## src/rtl/instruction_fetch_unit.sv

```systemverilog
// Multi-cycle fetch stage: owns the PC, fetches one word over req/ack, holds it for
// decode/execute, then resolves the next PC from the branch code and FU flags.
module instruction_fetch_unit #(
    parameter logic [31:0] RESET_PC     = 32'h0000_0000,
    parameter int unsigned IMEM_TIMEOUT = 255
) (
    input  logic        clk,
    input  logic        rst,
    output logic        imem_req,
    output logic [31:0] imem_addr,
    input  logic        imem_ack,
    input  logic [31:0] imem_rdata,
    output logic [31:0] inst,
    output logic        inst_valid,
    input  logic        exec_done,
    input  logic [3:0]  Branch_Control,
    input  logic [31:0] imm,
    input  logic [31:0] rs1_data,
    input  logic        flag_z,
    input  logic        flag_n,
    input  logic        flag_c,
    input  logic        flag_v,
    output logic [31:0] pc,
    output logic [31:0] pc_plus4,
    output logic        fault,
    output logic [1:0]  fault_code,
    output logic [31:0] instret
);

    typedef enum logic [1:0] {StFetch, StIssue, StHalt} state_e;

    state_e      state_q, state_d;
    logic [31:0] pc_q, pc_d;
    logic [31:0] inst_q, inst_d;
    logic [31:0] instret_q, instret_d;
    logic        fault_q, fault_d;
    logic [1:0]  fault_code_q, fault_code_d;
    logic [15:0] wait_q, wait_d;
    logic [16:0] wait_inc;
    logic [31:0] next_pc, taken_pc, jalr_pc;
    logic        taken;

    assign pc_plus4 = pc_q + 32'd4;
    assign taken_pc = pc_q + imm;
    assign jalr_pc  = (rs1_data + imm) & ~32'h1;
    assign wait_inc = {1'b0, wait_q} + 17'd1;

    always_comb begin
        taken   = 1'b0;
        next_pc = pc_plus4;
        case (Branch_Control)
            4'd1:    next_pc = taken_pc;
            4'd2:    next_pc = jalr_pc;
            4'd3:    taken = flag_n ^ flag_v;
            4'd4:    taken = ~(flag_n ^ flag_v);
            4'd5:    taken = flag_z;
            4'd6:    taken = ~flag_z;
            4'd7:    taken = ~flag_c;
            4'd8:    taken = flag_c;
            default: next_pc = pc_plus4;
        endcase
        if (taken) begin
            next_pc = taken_pc;
        end
    end

    always_comb begin
        state_d      = state_q;
        pc_d         = pc_q;
        inst_d       = inst_q;
        instret_d    = instret_q;
        fault_d      = fault_q;
        fault_code_d = fault_code_q;
        wait_d       = wait_q;
        unique case (state_q)
            StFetch: begin
                if (imem_ack) begin
                    inst_d  = imem_rdata;
                    wait_d  = 16'd0;
                    state_d = StIssue;
                end else begin
                    wait_d = wait_inc[15:0];
                    if (wait_inc == 17'(IMEM_TIMEOUT)) begin
                        fault_d      = 1'b1;
                        fault_code_d = 2'b01;
                        state_d      = StHalt;
                    end
                end
            end
            StIssue: begin
                if (exec_done) begin
                    // A misaligned target faults before anything architectural changes.
                    if (next_pc[1:0] != 2'b00) begin
                        fault_d      = 1'b1;
                        fault_code_d = 2'b10;
                        state_d      = StHalt;
                    end else begin
                        pc_d      = next_pc;
                        instret_d = instret_q + 32'd1;
                        state_d   = StFetch;
                    end
                end
            end
            StHalt:  state_d = StHalt;
            default: state_d = StHalt;
        endcase
    end

    always_ff @(posedge clk) begin
        if (rst) begin
            state_q      <= StFetch;
            pc_q         <= RESET_PC;
            inst_q       <= 32'd0;
            instret_q    <= 32'd0;
            fault_q      <= 1'b0;
            fault_code_q <= 2'b00;
            wait_q       <= 16'd0;
        end else begin
            state_q      <= state_d;
            pc_q         <= pc_d;
            inst_q       <= inst_d;
            instret_q    <= instret_d;
            fault_q      <= fault_d;
            fault_code_q <= fault_code_d;
            wait_q       <= wait_d;
        end
    end

    // Request is masked while rst is held so it only rises once reset deasserts.
    assign imem_req   = (state_q == StFetch) && !rst;
    assign imem_addr  = pc_q;
    assign inst       = inst_q;
    assign inst_valid = (state_q == StIssue);
    assign pc         = pc_q;
    assign fault      = fault_q;
    assign fault_code = fault_code_q;
    assign instret    = instret_q;

endmodule

```

## config.mk

```make
export PLATFORM = sky130hd
export DESIGN_NAME = instruction_fetch_unit
export DESIGN_NICKNAME = d
export VERILOG_FILES = /design/src/rtl/instruction_fetch_unit.sv
export SDC_FILE = /design/constraint.sdc
export NUM_CORES = 1
export LEC_CHECK = 0
export ABC_AREA = 1
export BUFFER_PORTS_ARGS = -buffer_cell sky130_fd_sc_hd__clkbuf_2
export CAP_MARGIN = 20
export CORE_ASPECT_RATIO = 1.5
export CORE_UTILIZATION = 45
export CTS_BUF_LIST = sky130_fd_sc_hd__clkbuf_8 sky130_fd_sc_hd__clkbuf_16
export CTS_CLUSTER_DIAMETER = 40
export DETAILED_ROUTE_END_ITERATION = 10
export PLACE_DENSITY_LB_ADDON = 0.08
export SYNTH_ARGS = -nofsm -noshare
export SYNTH_HDL_FRONTEND = slang
export SYNTH_SLANG_ARGS = --single-unit
```

## constraint.sdc

```tcl
create_clock -name clk -period 2.4 [get_ports clk]
set_input_delay 0.24 -clock clk [delete_from_list [all_inputs] [get_ports clk]]
set_output_delay 0.24 -clock clk [all_outputs]
set_load 0.05 [all_outputs]
```

## After elaboration in Yosys (flattened, before gate mapping)

Index checks and enable logic that the tools add are counted.

| operators by class | value |
|---|---|
| muxes and demuxes | 19 |
| shift-type cells | 0 |
| div/mod/pow operators | 0 |
| equal/unequal tests | 15 |
| reductions and logical operators | 9 |
| $lt $le $gt $ge | 0 |
| $mul | 0 |
| add/sub/neg operators | 5 |
| bitwise operators | 5 |

Operators by type and width:

| cell | count |
|---|---|
| adder 32 bit | 2 |
| one-hot mux 32 bit (2 select lines) | 1 |
| adder 32 x 1 -> 32 bit (second input constant) | 1 |
| adder 32 x 3 -> 32 bit (second input constant) | 1 |
| 2-to-1 mux 32 bit | 1 |
| adder 16 x 1 -> 17 bit (second input constant) | 1 |
| equality test 17 x 8 -> 1 bit (second input constant) | 1 |
| equality test 4 x 3 -> 1 bit (second input constant) | 4 |
| 2-to-1 mux 16 bit | 1 |
| 2-to-1 mux 2 bit | 8 |
| equality test 4 x 2 -> 1 bit (second input constant) | 2 |
| one-hot mux 2 bit (2 select lines) | 2 |
| one-hot mux 1 bit (6 select lines) | 1 |
| AND reduction 5 bit | 1 |
| equality test 4 x 1 -> 1 bit (second input constant) | 1 |
| equality test 4 bit (second input constant) | 1 |
| 2-to-1 mux 1 bit | 4 |
| inequality test 2 x 1 -> 1 bit (second input constant) | 2 |
| inequality test 2 bit (second input constant) | 2 |
| inverter 1 bit | 4 |
| AND reduction 2 bit | 2 |
| nonzero test 2 bit | 2 |
| inequality test 3 bit (second input constant) | 1 |
| AND reduction 3 bit | 1 |
| 6 further kinds | 6 |

| word-level totals | value |
|---|---|
| RAM bits | 0 |
| bits in registers | 117 |
| memories | 0 |
| bits in read-only memories | 0 |
| output and inout port bits | 165 |
| bits in latches | 0 |

## Longest topological paths before layout

| depth | value |
|---|---|
| depth in word-level cells | 8 |
| mapped depth | 17 |

## Least setup slack after synthesis

No wires, ideal clock.

| timing | value |
|---|---|
| kind | register to register |
| start | reg pc_q[3], in the netlist imem_addr[3] |
| end | reg pc_q[22], in the netlist imem_addr[22] |
| setup time | 0.056 ns |
| setup slack | -0.560 ns |
| buffers on the path | 0 |
| data arrival time | 2.904 ns |
| required time | 2.344 ns |
| cell stages (with the launch flop) | 16 |
| cell sequence | dfxtp_1 -> ha_1 -> nand2_1 -> inv_1 -> nand3_2 -> nor2_2 -> nand2_2 -> nor2_4 -> nand2_1 -> xor2_1 -> nand2_1 -> nand2_1 -> nand2_1 -> nand3_1 -> nand2_1 -> inv_1 |

| on the way | value |
|---|---|
| longest elaborated chain between the ends | 3 |

RTL lines:

| element | line | RTL |
|---|---|---|
| from (decl) | 33 | `logic [31:0] pc_q, pc_d;` |
| from (signal assigned) | 120 | `pc_q <= pc_d;` |
| adder 32 x 3 -> 32 bit | 43 | `assign pc_plus4 = pc_q + 32'd4;` |
| net pc_plus4[22] | 24 | `output logic [31:0] pc_plus4,` |
| one-hot mux 32 bit (2 select lines) | 51 | `case (Branch_Control)` |
| 2-to-1 mux 32 bit | 62 | `if (taken) begin` |

The timed path passes the listed nets, and every way through them passes these cells.
A chain may end at the register's enable or synchronous reset.

## Final worst setup path

| timing | value |
|---|---|
| start | reg pc_q[3], in the netlist imem_addr[3] |
| end | out pc_plus4[30] |

| on the way | value |
|---|---|
| longest elaborated chain between the ends | 1 |

RTL lines:

| element | line |
|---|---|
| adder 32 x 3 -> 32 bit | 43 |
| to (decl) | 24 |

Every way passes these cells.

==> impl_metrics.ini <==
[power]
leakage_nw = 7.54
power_density_nw_per_um2 = 498
irDropWorstVdd_uv = 538
total_power_w = 0.00717

[placed_design]
dp_hpwl_um = 34500
place_congestion = 0.986
placed_cells = 2568
port_buffers = 272

[logic_synthesis]
ys_async_sr_fraction_pct = 0
synth_warnings = 0
synth_cells = 1984
synth_xor_xnor_area_share_pct = 5.33
seq_area_frac_synth_pct = 20.7
synth.distinct_cells = 40
synth_compound_area_share_pct = 12.3
synth_top_family_by_area = simple AND/OR/NAND/NOR gates
syn-num-nets = 2159
synth-adder-area-share_pct = 7.55
synth_flop_cell = dfxtp_1
syn_area_um2 = 11300
ys_ff_latch = 117
synth_edf_count = 0
synth_area_per_cell_um2 = 5.70
synth_mux_area_share_pct = 0
synthSimpleGateAreaFrac_pct = 41.3

[floorplan]
core.rowCount = 70
io_pins = 273
fp.dieH_um = 196
initial_core_util_pct = 46.1
core_area_um2 = 24500
dieArea_um2 = 25800
die_w_um = 131

[setup_path]
cp-end-kind = output port
crit_fanout = 4
worstPathRequired_ns = 2.16
rrSetupSlack_ns = 0.07
crit_family = simple AND/OR/NAND/NOR gates
slowest_delay_ns = 0.38
crit_arrival_ns = 2.12
start_kind = flop
path_buf_inv = 1
crit_path_cell_trace = ha_4 > nand2_2 > nor2_1 > and3_4 > nand4_1 > xor2_2 > buf_8
crit_path_top_delay_cell = dfxtp_4
worstSetupPathType = reg -> out

[final_layout]
finalNetCount = 2458
fin_cells = 2620
layout-drive-gt1-share_pct = 21.0
fin_util_pct = 58.7
diodes = 0
area_growth_pct = 27.4

[sta]
finalClockSkew_ns = 0.00945
tightest_slew_ns = 1.01
max_freq_ghz = 0.424
hold_ws_ns = 0.0389
rsz0062_at_grt = yes
final_hold_viol_count = 0
final.period_utilization_pct = 98.4
setup_violations = 0
slew_headroom_pct = 32.4
slew_violations = 0
period_needed_ns = 2.36

[clocking]
clk_pin_slew_ns = 0.06
clockBufferDepth = 2
cts-hold-fix-buffers = 0
clock-sinks = 117
cts_tree = done
clockRootBuffer = clkbuf_16
worstSkewPairLatency_ns = 0.42
cts-buffers-inserted = 17
htree_levels = 4

[drt]
avgRoutedWirePerCell_um = 16.2
postRouteAntennaNets = 0
wl_um = 42500
num_vias = 13600
via_per_inst = 5.21
drt_iter0_markers = 620
drc = 0
dr.pass1.iters = 5

[min_path]
hold_path.class = in -> reg

[grt]
grt_pass1_wl_um = 65200
antenna_found_initial = 0
grt_max_degree = 55
grt_use_total_pct = 32.3
grt.overflow.total = 0
grt_pass1_vias = 12800

[run]
max-cap-violations = 0

[status]
outcome = completed
## path summary, 6_finish.rpt
| check | startpoint | endpoint | cells past startpoint |
|---|---|---|---|
| min | imem_rdata[13] | inst[13] | 3 |
| min reg2reg | fault | fault | 2 |
| max | imem_addr[3] | pc_plus4[30] | 7 |
| max reg2reg | imem_addr[0] | imem_addr[26] | 11 |
## layout make-up
type	instances	area, um2
multi-input combinational	1525	7880
sequential	117	2390
fill	2555	10100
clock inverter	14	114
timing repair buffer	356	2180
clock buffer	18	439
inverter	266	998
tap	324	405
## metrics by stage
step	setup WS, ns	setup TNS [ns]	instance area, um2
2_1_floorplan	0.00284	0	11500
3_3_place_gp	0.0684	0	13300
3_5_place_dp	0.0529	0	13300
4_1_cts	0.000403	0	14100
5_1_grt	-0.0326	-0.0581	14400
6_report	0.0393	0	14400
## sequential cells by signal, indices dropped and copies added (netlist names)
name,count
state_q,2
fault,1
imem_addr,32
fault_code,2
inst,32
wait_q,16
instret,32
## cells in the mapped netlist (4+ instances only)
cell type / count / share of area [%]
nand3b_1: 10 / 0.66
buf_4: 34 / 2.3
buf_2: 12 / 0.53
nor2_1: 245 / 8.1
nor3_1: 32 / 1.4
nor4_1: 12 / 0.66
nand4_1: 36 / 2.0
clkbuf_1: 26 / 0.86
nand3_2: 4 / 0.35
ha_1: 65 / 7.2
inv_1: 261 / 8.7
o21ai_0: 100 / 4.4
o21bai_1: 9 / 0.60
nand2_1: 644 / 21
xnor2_1: 24 / 1.9
xor2_1: 43 / 3.3
or2_2: 6 / 0.33
nand3_1: 115 / 5.1
a21oi_1: 143 / 6.3
a21o_1: 4 / 0.27
dfxtp_1: 117 / 21
## power by group
| part | switching [W] | total, W | leakage (nW) | internal, W |
|---|---|---|---|---|
| logic | 0.00185 | 0.00262 | 6.31 | 0.000773 |
| clock network | 0.000966 | 0.00240 | 0.265 | 0.00144 |
| registers | 0.0000985 | 0.00215 | 0.965 | 0.00205 |
| total | 0.00291 | 0.00717 | 7.54 | 0.00426 |
## placed cells by master (no fill, tap or decap), types with 5 or more instances in the layout
master      synthesis  final
ha_1               65     63
xnor2_1            24     23
dfxtp_2             0     10
buf_4              34     79
clkinvlp_4          0      5
nor4_1             12      8
o21ai_0           100     98
clkbuf_16           0     18
or2_2               6      6
nand2_1           644    632
clkbuf_2            0    256
nand3b_1           10     10
nor2_4              3      8
dfxtp_4             0      9
xor2_1             43     30
nor2_1            245    239
clkbuf_8            0      5
nand4_1            36     36
buf_12              0      5
xor2_2              1     10
o21bai_1            9      9
clkinv_2            0      5
dfxtp_1           117     98
nand3_1           115    111
nor3_1             32     28
inv_1             261    261
nand3_2             4      7
nand2_2             3     12
a21oi_1           143    142
## metal layers
metal  vias up  global-route usage [%]  part of all wire, %
met1      6215                    35.3                   39
met2       426                    59.2                   51
li1       6889                       -                    -
met3       116                    4.50                  5.0
met5         -                       0                    0
met4         0                    18.6                  5.3
## timing repair
item / in CTS / in global routing
resized for setup: 59 / 49
pin swaps: 10 / 17
gates cloned: 0 / 1
setup endpoints to repair: 20 / 37
buffers inserted: 8 / 11
endpoints found under the hold margin: 0 / 0
## cell families after synthesis
group,Yosys count
AO/OA/AOI/OAI,268
XOR/XNOR,68
adder cells (fa/ha/maj),67
buffers and inverters,342
flip-flops,117
AND/OR/NAND/NOR,1122
## tightest hold or removal path: stages
cell and delay (ns):
clkbuf_2 0.08, nor2_1 0.03, nor2_1 0.08
Power figures use the tool's default switching activity.
